===== src/rtl/instr_encoder_pkg.sv =====
`default_nettype none
// ============================================================================
//  Module   : instr_encoder_pkg
//  Purpose  : Shared CPU definitions: opcodes, instruction formats, encoder
//             FSM state encoding and instruction FIFO depth.
//  Revision : 1.0  initial release
// ============================================================================
package instr_encoder_pkg;

    // Datapath widths
    localparam int c_ADDR_W  = 16;
    localparam int c_INSTR_W = 16;

    // Encoded-word FIFO depth
    localparam int c_FIFO_DEPTH = 4;

    // Opcodes
    localparam logic [3:0] c_OP_ADD = 4'h0;
    localparam logic [3:0] c_OP_SUB = 4'h1;
    localparam logic [3:0] c_OP_AND = 4'h2;
    localparam logic [3:0] c_OP_OR  = 4'h3;
    localparam logic [3:0] c_OP_SLL = 4'h4;
    localparam logic [3:0] c_OP_SRL = 4'h5;
    localparam logic [3:0] c_OP_SRA = 4'h6;
    localparam logic [3:0] c_OP_XOR = 4'h7;
    localparam logic [3:0] c_OP_LW  = 4'h8;
    localparam logic [3:0] c_OP_SW  = 4'h9;
    localparam logic [3:0] c_OP_LI  = 4'hA;
    localparam logic [3:0] c_OP_LUI = 4'hB;
    localparam logic [3:0] c_OP_B   = 4'hC;
    localparam logic [3:0] c_OP_BR  = 4'hD;
    localparam logic [3:0] c_OP_JR  = 4'hE;
    localparam logic [3:0] c_OP_HLT = 4'hF;

    // Encoder FSM state encoding
    localparam logic [1:0] c_ST_IDLE  = 2'd0;
    localparam logic [1:0] c_ST_RUN   = 2'd1;
    localparam logic [1:0] c_ST_DRAIN = 2'd2;
    localparam logic [1:0] c_ST_DONE  = 2'd3;

    typedef enum logic [1:0] {
        ST_IDLE  = c_ST_IDLE,
        ST_RUN   = c_ST_RUN,
        ST_DRAIN = c_ST_DRAIN,
        ST_DONE  = c_ST_DONE
    } state_t;

    // Instruction field layouts, shared with the decode side
    typedef enum logic [2:0] {
        FMT_RRR  = 3'd0,  // {op,rd,rs,rt}
        FMT_RRI4 = 3'd1,  // {op,rd,rs,imm4} unsigned shift amount
        FMT_MEM  = 3'd2,  // {op,rt,rs,imm4} signed offset
        FMT_RI8  = 3'd3,  // {op,rd,imm8}
        FMT_BR   = 3'd4,  // {op,ccc,imm9}
        FMT_BRR  = 3'd5,  // {op,ccc,0,rs,0000}
        FMT_R    = 3'd6,  // {op,rd,00000000}
        FMT_NONE = 3'd7   // {op,000000000000}
    } fmt_t;

    function automatic fmt_t op_format(input logic [3:0] op);
        fmt_t f;
        case (op)
            c_OP_SLL, c_OP_SRL, c_OP_SRA: f = FMT_RRI4;
            c_OP_LW,  c_OP_SW:            f = FMT_MEM;
            c_OP_LI,  c_OP_LUI:           f = FMT_RI8;
            c_OP_B:                       f = FMT_BR;
            c_OP_BR:                      f = FMT_BRR;
            c_OP_JR:                      f = FMT_R;
            c_OP_HLT:                     f = FMT_NONE;
            default:                      f = FMT_RRR;
        endcase
        return f;
    endfunction

endpackage
`default_nettype wire


===== src/rtl/instr_encoder_if.sv =====
`default_nettype none
// ============================================================================
//  Module   : instr_encoder_if
//  Purpose  : Request-in / memory-write-out handshake bundle of the
//             instruction encoder.
//  Revision : 1.0  initial release
// ============================================================================
interface instr_encoder_if;
    import instr_encoder_pkg::*;

    // Request side
    logic                  req_valid;
    logic                  req_ready;
    logic [3:0]            req_op;
    logic [3:0]            req_rd;
    logic [3:0]            req_rs;
    logic [3:0]            req_rt;
    logic [2:0]            req_ccc;
    logic [8:0]            req_imm;

    // Memory-write side
    logic                  out_valid;
    logic                  out_ready;
    logic [c_ADDR_W-1:0]   out_addr;
    logic [c_INSTR_W-1:0]  out_instr;

    // Request producer / write-port consumer
    modport master (
        output req_valid, req_op, req_rd, req_rs, req_rt, req_ccc, req_imm,
        input  req_ready,
        input  out_valid, out_addr, out_instr,
        output out_ready
    );

    // Encoder
    modport slave (
        input  req_valid, req_op, req_rd, req_rs, req_rt, req_ccc, req_imm,
        output req_ready,
        output out_valid, out_addr, out_instr,
        input  out_ready
    );

endinterface
`default_nettype wire


===== src/rtl/instr_fifo.sv =====
`default_nettype none
// ============================================================================
//  Module   : instr_fifo
//  Purpose  : Small FIFO of encoded instruction words; head is presented
//             combinationally so a pushed word is visible one edge later.
//  Revision : 1.0  initial release
// ============================================================================
module instr_fifo
    import instr_encoder_pkg::*;
#(
    parameter int DEPTH = c_FIFO_DEPTH,
    parameter int WIDTH = c_INSTR_W
) (
    input  wire logic                       clk,
    input  wire logic                       rst_n,
    input  wire logic                       i_push,
    input  wire logic [WIDTH-1:0]           i_data,
    input  wire logic                       i_pop,
    output logic      [WIDTH-1:0]           o_head,
    output logic      [$clog2(DEPTH):0]     o_count
);

    localparam int c_AW = $clog2(DEPTH);
    localparam int c_CW = c_AW + 1;

    logic [WIDTH-1:0] r_mem [DEPTH];
    logic [c_AW-1:0]  r_wr_ptr;
    logic [c_AW-1:0]  r_rd_ptr;
    logic [c_CW-1:0]  r_count;
    logic             w_do_push;
    logic             w_do_pop;

    // Guard against overflow/underflow using the registered occupancy only
    assign w_do_push = i_push && (r_count != c_CW'(DEPTH));
    assign w_do_pop  = i_pop  && (r_count != '0);

    // Storage is not reset; occupancy alone decides what is valid
    always_ff @(posedge clk) begin
        if (w_do_push) begin
            r_mem[r_wr_ptr] <= i_data;
        end
    end

    // Pointer and occupancy bookkeeping; push+pop leaves count unchanged
    always_ff @(posedge clk or negedge rst_n) begin
        if (!rst_n) begin
            r_wr_ptr <= '0;
            r_rd_ptr <= '0;
            r_count  <= '0;
        end else begin
            if (w_do_push) begin
                r_wr_ptr <= (r_wr_ptr == c_AW'(DEPTH - 1)) ? '0 : r_wr_ptr + 1'b1;
            end
            if (w_do_pop) begin
                r_rd_ptr <= (r_rd_ptr == c_AW'(DEPTH - 1)) ? '0 : r_rd_ptr + 1'b1;
            end
            if (w_do_push && !w_do_pop) begin
                r_count <= r_count + 1'b1;
            end else if (w_do_pop && !w_do_push) begin
                r_count <= r_count - 1'b1;
            end
        end
    end

    assign o_head  = r_mem[r_rd_ptr];
    assign o_count = r_count;

endmodule
`default_nettype wire


===== src/rtl/instr_encoder.sv =====
`default_nettype none
// ============================================================================
//  Module   : instr_encoder
//  Purpose  : Encodes instruction requests into 16-bit words, rejects
//             out-of-range fields, buffers words in a FIFO and streams them
//             to instruction memory at consecutive addresses until HLT.
//  Revision : 1.0  initial release
// ============================================================================
module instr_encoder
    import instr_encoder_pkg::*;
(
    input  wire logic                 clk,
    input  wire logic                 rst_n,
    input  wire logic                 start,
    input  wire logic [c_ADDR_W-1:0]  start_addr,
    output logic                      err,
    output logic                      done,
    instr_encoder_if.slave            bus
);

    localparam int c_CW = $clog2(c_FIFO_DEPTH) + 1;

    state_t                r_state;
    state_t                w_state_nxt;
    logic [c_ADDR_W-1:0]   r_addr;
    logic                  r_err;
    logic [c_INSTR_W-1:0]  w_word;
    logic                  w_legal;
    fmt_t                  w_fmt;
    logic [c_INSTR_W-1:0]  w_head;
    logic [c_CW-1:0]       w_count;
    logic                  w_req_ready;
    logic                  w_req_fire;
    logic                  w_push;
    logic                  w_pop;
    logic                  w_load;

    // Registered occupancy only: a pop this cycle cannot open a slot for a push
    assign w_req_ready = (r_state == ST_RUN) && (w_count < c_CW'(c_FIFO_DEPTH));
    assign w_req_fire  = bus.req_valid && w_req_ready;
    assign w_push      = w_req_fire && w_legal;
    assign w_pop       = (w_count != '0) && bus.out_ready;
    assign w_load      = start && ((r_state == ST_IDLE) || (r_state == ST_DONE));

    // Field packing and range checking, selected by the opcode's format
    always_comb begin
        w_fmt   = op_format(bus.req_op);
        w_word  = '0;
        w_legal = 1'b1;
        case (w_fmt)
            FMT_RRR:  w_word = {bus.req_op, bus.req_rd, bus.req_rs, bus.req_rt};
            FMT_RRI4: begin
                w_word  = {bus.req_op, bus.req_rd, bus.req_rs, bus.req_imm[3:0]};
                w_legal = (bus.req_imm[8:4] == 5'd0);
            end
            FMT_MEM: begin
                // Offset must be a sign-extended 4-bit value
                w_word  = {bus.req_op, bus.req_rt, bus.req_rs, bus.req_imm[3:0]};
                w_legal = (bus.req_imm[8:4] == {5{bus.req_imm[3]}});
            end
            FMT_RI8: begin
                w_word  = {bus.req_op, bus.req_rd, bus.req_imm[7:0]};
                w_legal = !bus.req_imm[8];
            end
            FMT_BR:   w_word = {bus.req_op, bus.req_ccc, bus.req_imm};
            FMT_BRR:  w_word = {bus.req_op, bus.req_ccc, 1'b0, bus.req_rs, 4'h0};
            FMT_R:    w_word = {bus.req_op, bus.req_rd, 8'h00};
            default:  w_word = {bus.req_op, 12'h000};
        endcase
    end

    instr_fifo #(
        .DEPTH (c_FIFO_DEPTH),
        .WIDTH (c_INSTR_W)
    ) u_fifo (
        .clk     (clk),
        .rst_n   (rst_n),
        .i_push  (w_push),
        .i_data  (w_word),
        .i_pop   (w_pop),
        .o_head  (w_head),
        .o_count (w_count)
    );

    // State register
    always_ff @(posedge clk or negedge rst_n) begin
        if (!rst_n) begin
            r_state <= ST_IDLE;
        end else begin
            r_state <= w_state_nxt;
        end
    end

    // Next-state: HLT moves to DRAIN; DRAIN ends when the last word leaves
    always_comb begin
        w_state_nxt = r_state;
        case (r_state)
            ST_IDLE: begin
                if (start) w_state_nxt = ST_RUN;
            end
            ST_RUN: begin
                if (w_push && (bus.req_op == c_OP_HLT)) w_state_nxt = ST_DRAIN;
            end
            ST_DRAIN: begin
                if (w_pop && (w_count == c_CW'(1))) w_state_nxt = ST_DONE;
            end
            ST_DONE: begin
                if (start) w_state_nxt = ST_RUN;
            end
            default: w_state_nxt = ST_IDLE;
        endcase
    end

    // Address of the FIFO head: loaded on start, advanced per written beat
    always_ff @(posedge clk or negedge rst_n) begin
        if (!rst_n) begin
            r_addr <= '0;
        end else if (w_load) begin
            r_addr <= start_addr;
        end else if (w_pop) begin
            r_addr <= r_addr + 1'b1;
        end
    end

    // Error pulse in the cycle after an illegal request is consumed
    always_ff @(posedge clk or negedge rst_n) begin
        if (!rst_n) begin
            r_err <= 1'b0;
        end else begin
            r_err <= w_req_fire && !w_legal;
        end
    end

    assign bus.req_ready = w_req_ready;
    assign bus.out_valid = (w_count != '0);
    assign bus.out_addr  = r_addr;
    assign bus.out_instr = w_head;
    assign err           = r_err;
    assign done          = (r_state == ST_DONE);

endmodule
`default_nettype wire


===== src/flat_wrapper.sv =====
// flat-port wrapper written by rule: the top's interface ports become plain ports
module instr_encoder_flat import instr_encoder_pkg::*;
  (clk, rst_n, start, start_addr, err, done, bus_req_valid, bus_req_op, bus_req_rd, bus_req_rs, bus_req_rt, bus_req_ccc, bus_req_imm, bus_req_ready, bus_out_valid, bus_out_addr, bus_out_instr, bus_out_ready);
  instr_encoder_if bus_i ();
  input  wire logic clk;
  input  wire logic rst_n;
  input  wire logic start;
  input  wire logic [c_ADDR_W-1:0] start_addr;
  output logic err;
  output logic done;
  input wire logic [$bits(bus_i.req_valid)-1:0] bus_req_valid;
  input wire logic [$bits(bus_i.req_op)-1:0] bus_req_op;
  input wire logic [$bits(bus_i.req_rd)-1:0] bus_req_rd;
  input wire logic [$bits(bus_i.req_rs)-1:0] bus_req_rs;
  input wire logic [$bits(bus_i.req_rt)-1:0] bus_req_rt;
  input wire logic [$bits(bus_i.req_ccc)-1:0] bus_req_ccc;
  input wire logic [$bits(bus_i.req_imm)-1:0] bus_req_imm;
  output wire logic [$bits(bus_i.req_ready)-1:0] bus_req_ready;
  output wire logic [$bits(bus_i.out_valid)-1:0] bus_out_valid;
  output wire logic [$bits(bus_i.out_addr)-1:0] bus_out_addr;
  output wire logic [$bits(bus_i.out_instr)-1:0] bus_out_instr;
  input wire logic [$bits(bus_i.out_ready)-1:0] bus_out_ready;
  assign bus_i.req_valid = bus_req_valid;
  assign bus_i.req_op = bus_req_op;
  assign bus_i.req_rd = bus_req_rd;
  assign bus_i.req_rs = bus_req_rs;
  assign bus_i.req_rt = bus_req_rt;
  assign bus_i.req_ccc = bus_req_ccc;
  assign bus_i.req_imm = bus_req_imm;
  assign bus_req_ready = bus_i.req_ready;
  assign bus_out_valid = bus_i.out_valid;
  assign bus_out_addr = bus_i.out_addr;
  assign bus_out_instr = bus_i.out_instr;
  assign bus_i.out_ready = bus_out_ready;
  instr_encoder u_core (.clk(clk), .rst_n(rst_n), .start(start), .start_addr(start_addr), .err(err), .done(done), .bus(bus_i));
endmodule

===== config.mk =====
export PLATFORM = sky130hd
export DESIGN_NAME = instr_encoder_flat
export DESIGN_NICKNAME = d
export VERILOG_FILES = /design/src/rtl/instr_encoder_pkg.sv /design/src/rtl/instr_encoder_if.sv /design/src/rtl/instr_fifo.sv /design/src/rtl/instr_encoder.sv /design/src/flat_wrapper.sv
export SDC_FILE = /design/constraint.sdc
export NUM_CORES = 1
export LEC_CHECK = 0
export CORE_MARGIN = 10
export CORE_UTILIZATION = 40
export DETAILED_ROUTE_END_ITERATION = 16
export GPL_ROUTABILITY_DRIVEN = 1
export SYNTH_ARGS = -nofsm -noshare
export SYNTH_HDL_FRONTEND = slang
export SYNTH_SLANG_ARGS = --single-unit

===== constraint.sdc =====
create_clock -name clk -period 2.55 [get_ports clk]
set_clock_uncertainty 0.05 [all_clocks]
set_input_delay 0.51 -clock clk [delete_from_list [all_inputs] [get_ports clk]]
set_output_delay 0.51 -clock clk [all_outputs]
set_load 0.05 [all_outputs]

==> results.json <==
{
  "cp_slowest_cell": "mux4_2",
  "met1_length_mm": 4.27,
  "max_stage_delay_ns": 0.55,
  "ios": 85,
  "drv_slew": 0,
  "wl_met3_um": 675,
  "place_ws_ns": -0.0658,
  "crit_fanout": 16,
  "setup_slack_ns": 0.219,
  "start_util_pct": 41.3,
  "nets": 483,
  "dr.pass1.iters": 4,
  "dp_cells": 545,
  "hp-class": "in -> async",
  "synth_top_cell_by_area": "edfxtp_1",
  "fin_total_pwr_w": 0.00597,
  "fin_cells": 561,
  "overflow": 0,
  "avgViaCountPerCell": 5.20,
  "placed_cell_area_um2": 5480,
  "syn_area_um2": 4310,
  "yosysWarnings": 0,
  "maxCapViolCount": 0,
  "synth_cells": 314,
  "met2WireLength_mm": 5.11,
  "ys_types": 46,
  "worstMarginPinSlew_ns": 0.519,
  "syn_to_final_growth_pct": 31.4,
  "grt_pass1_vias": 3079,
  "drive_gt1_share_pct": 21.4,
  "placementRows": 37,
  "utilization_pct": 54.3,
  "clk_path_buf_depth": 2,
  "period_share_pct": 91.4,
  "synth_top_family_by_area": "multiplexers",
  "critPathArrivalTime_ns": 1.77,
  "cts_resized": 0,
  "clk_latency_ns": 0.35,
  "final_common_cell": "clkdlybuf4s50_1",
  "yosysTopAreaCellShare_pct": 44.6,
  "muxShareOfSynthArea_pct": 11.2,
  "critPathLaunchType": "register",
  "seq_area_frac_synth_pct": 59.7,
  "stdcell_area_um2": 5660,
  "synth-main-ff-cell": "edfxtp_1",
  "outcome": "finished, final reports clean",
  "yosys_register_bits": 90,
  "synth_edf_count": 64,
  "synth_area_leaders": "edfxtp_1, dfrtp_1, mux4_2",
  "n_antenna_cell": 0,
  "ctsHoldBuffers": 0,
  "die_x_um": 124,
  "grt_pass1_wl_mm": 16.3,
  "h-tree-depth": 3,
  "vdd_drop_max_uv": 662,
  "routabilityCongestion": 0.809,
  "clock-sinks": 90,
  "numCtsBuffers": 9,
  "dieArea_um2": 15300,
  "yosys.area_share.adder_pct": 4.07,
  "drt_iter0_markers": 169,
  "fmax_ghz": 0.429,
  "synth_compound_area_share_pct": 7.67,
  "setup_viol": 0,
  "grt_use_total_pct": 13.7,
  "synth.net_count": 377,
  "grt_max_degree": 27,
  "rsz0062_at_grt": "false",
  "crit_start": "u_core.u_fifo.r_rd_ptr[0]$_DFFE_PN0P_",
  "synth_simple_gate_area_share_pct": 11.0,
  "drc_errors": 0,
  "r2r_start": "u_core.u_fifo.o_count[0]$_DFFE_PN0P_",
  "hpwl_mm": 7.58,
  "path_class": "reg -> out",
  "cts_tree": "done",
  "hold_viol_final": 0,
  "antenna_found_initial": 0,
  "coreArea_um2": 10400,
  "avgSynthCellArea_um2": 13.7,
  "vias": 2919,
  "top_layer_used": "met4",
  "die_y_um": 124,
  "power_density_nw_per_um2": 1050,
  "async_flop_share_pct": 28.9,
  "final_cell_mix": "clkdlybuf4s50_1, edfxtp_1, buf_4",
  "required_ns": 1.99,
  "relSlewSlack_pct": 65.4,
  "final.min_clock_period_ns": 2.33,
  "detail-route-antenna-nets": 0,
  "cts_setup_buffers": 0,
  "port_buffers": 84,
  "wl_mm": 10.2,
  "clk_pin_slew_ns": 0.09,
  "leakage_nw": 2.12,
  "wire_per_inst_um": 18.2,
  "cts-root-buf": "clkbuf_8",
  "yosys.area_share.xor_xnor_pct": 3.66,
  "path_cells": "buf_12, mux4_2, buf_4",
  "fillCellCount": 899,
  "endpoint_kind": "primary output"
}
[registers in the layout, summed over array words and instances, names as in the netlist]
name,cells
u_core.r_state,2
u_core.bus.out_addr,16
u_core.u_fifo.o_count,3
u_core.u_fifo.r_mem,64
u_core.err,1
u_core.u_fifo.r_wr_ptr,2
u_core.u_fifo.r_rd_ptr,2
[where the power goes]
part / internal (W) / switching [W] / total (W)
clock: 0.000369 / 0.000523 / 0.000893
sequential: 0.00185 / 0.000297 / 0.00215
combinational: 0.00114 / 0.00179 / 0.00293
total: 0.00336 / 0.00261 / 0.00597
[synth_stat cells, types with 2 or more instances]
cell type  instances
mux2_2             2
mux4_2            16
buf_2              4
and2_1             6
o21ai_1           16
a221o_1            4
nand4_2            2
a22oi_1            4
o21ai_0            4
nor4_2             2
ha_1              14
and3_1             5
clkbuf_1           9
inv_1             14
dfrtp_1           26
xor2_1            10
mux2i_1            7
a222oi_1           3
nor3_1             4
nand4_1            4
xnor2_1            8
nand3_1            2
edfxtp_1          64
o21ai_2            2
mux2_4             2
o221ai_1           4
nor2b_1            2
nor2_1            15
a21oi_1            6
nand2b_1           5
nand2_1           33
[worst paths after layout]
kind                                                         end  slack (ns)  cells past startpoint
max                                            bus_out_instr[13]        0.22                      3
min                          u_core.bus.out_addr[11]$_DFFE_PN0P_        0.47                      2
max reg2reg                  u_core.bus.out_addr[15]$_DFFE_PN0P_        0.56                      7
min reg2reg                 u_core.u_fifo.o_count[1]$_DFFE_PN0P_        0.49                      2
max in group asynchronous  u_core.u_fifo.r_rd_ptr[1]$_DFFE_PN0P_        1.70                      2
min in group clk            u_core.u_fifo.o_count[1]$_DFFE_PN0P_        0.49                      2
[metal layers]
layer / GRT usage, % / up-vias
li1: - / 1386
met1: 16.4 / 1431
met2: 23.2 / 92
met3: 4.80 / 10
met4: 3.49 / 0
met5: 0 / -
[kinds of logic (layout without fill, tap and decap cells)]
family	count (synthesis)	count (layout)
DFF	90	90
AOI/OAI and AO/OA	48	48
adders and majority gates	14	14
buffers and inverters	28	139
muxes	27	27
xor gates and xnor gates	18	18
and+or+nand+nor	89	89
[metrics by stage]
stage | hold slack [ns] | TNS [ns]
floorplan | 0.164 | 0
global placement | 0.457 | -0.0283
detailed placement | 0.477 | -1.69
CTS | 0.467 | 0
global route | 0.468 | 0
finish | 0.467 | 0
[critical path, delay by kind of cell, from the launching register on]
family,cells,cell delay [ns]
buf+inv,2,0.42
flops,1,0.45
mux,1,0.55
[area by class of cell]
type / count / area, µm² / area share [%]
clock buffers: 9 / 124 / 2.19
clock inverters: 7 / 58.8 / 1.04
inverters: 14 / 52.6 / 0.928
multi-input cells: 196 / 1620 / 28.7
flip-flops and latches: 90 / 2570 / 45.5
well taps: 136 / 170 / 3.01
repair buffers: 109 / 1060 / 18.7
Power figures use the tool's default switching activity.
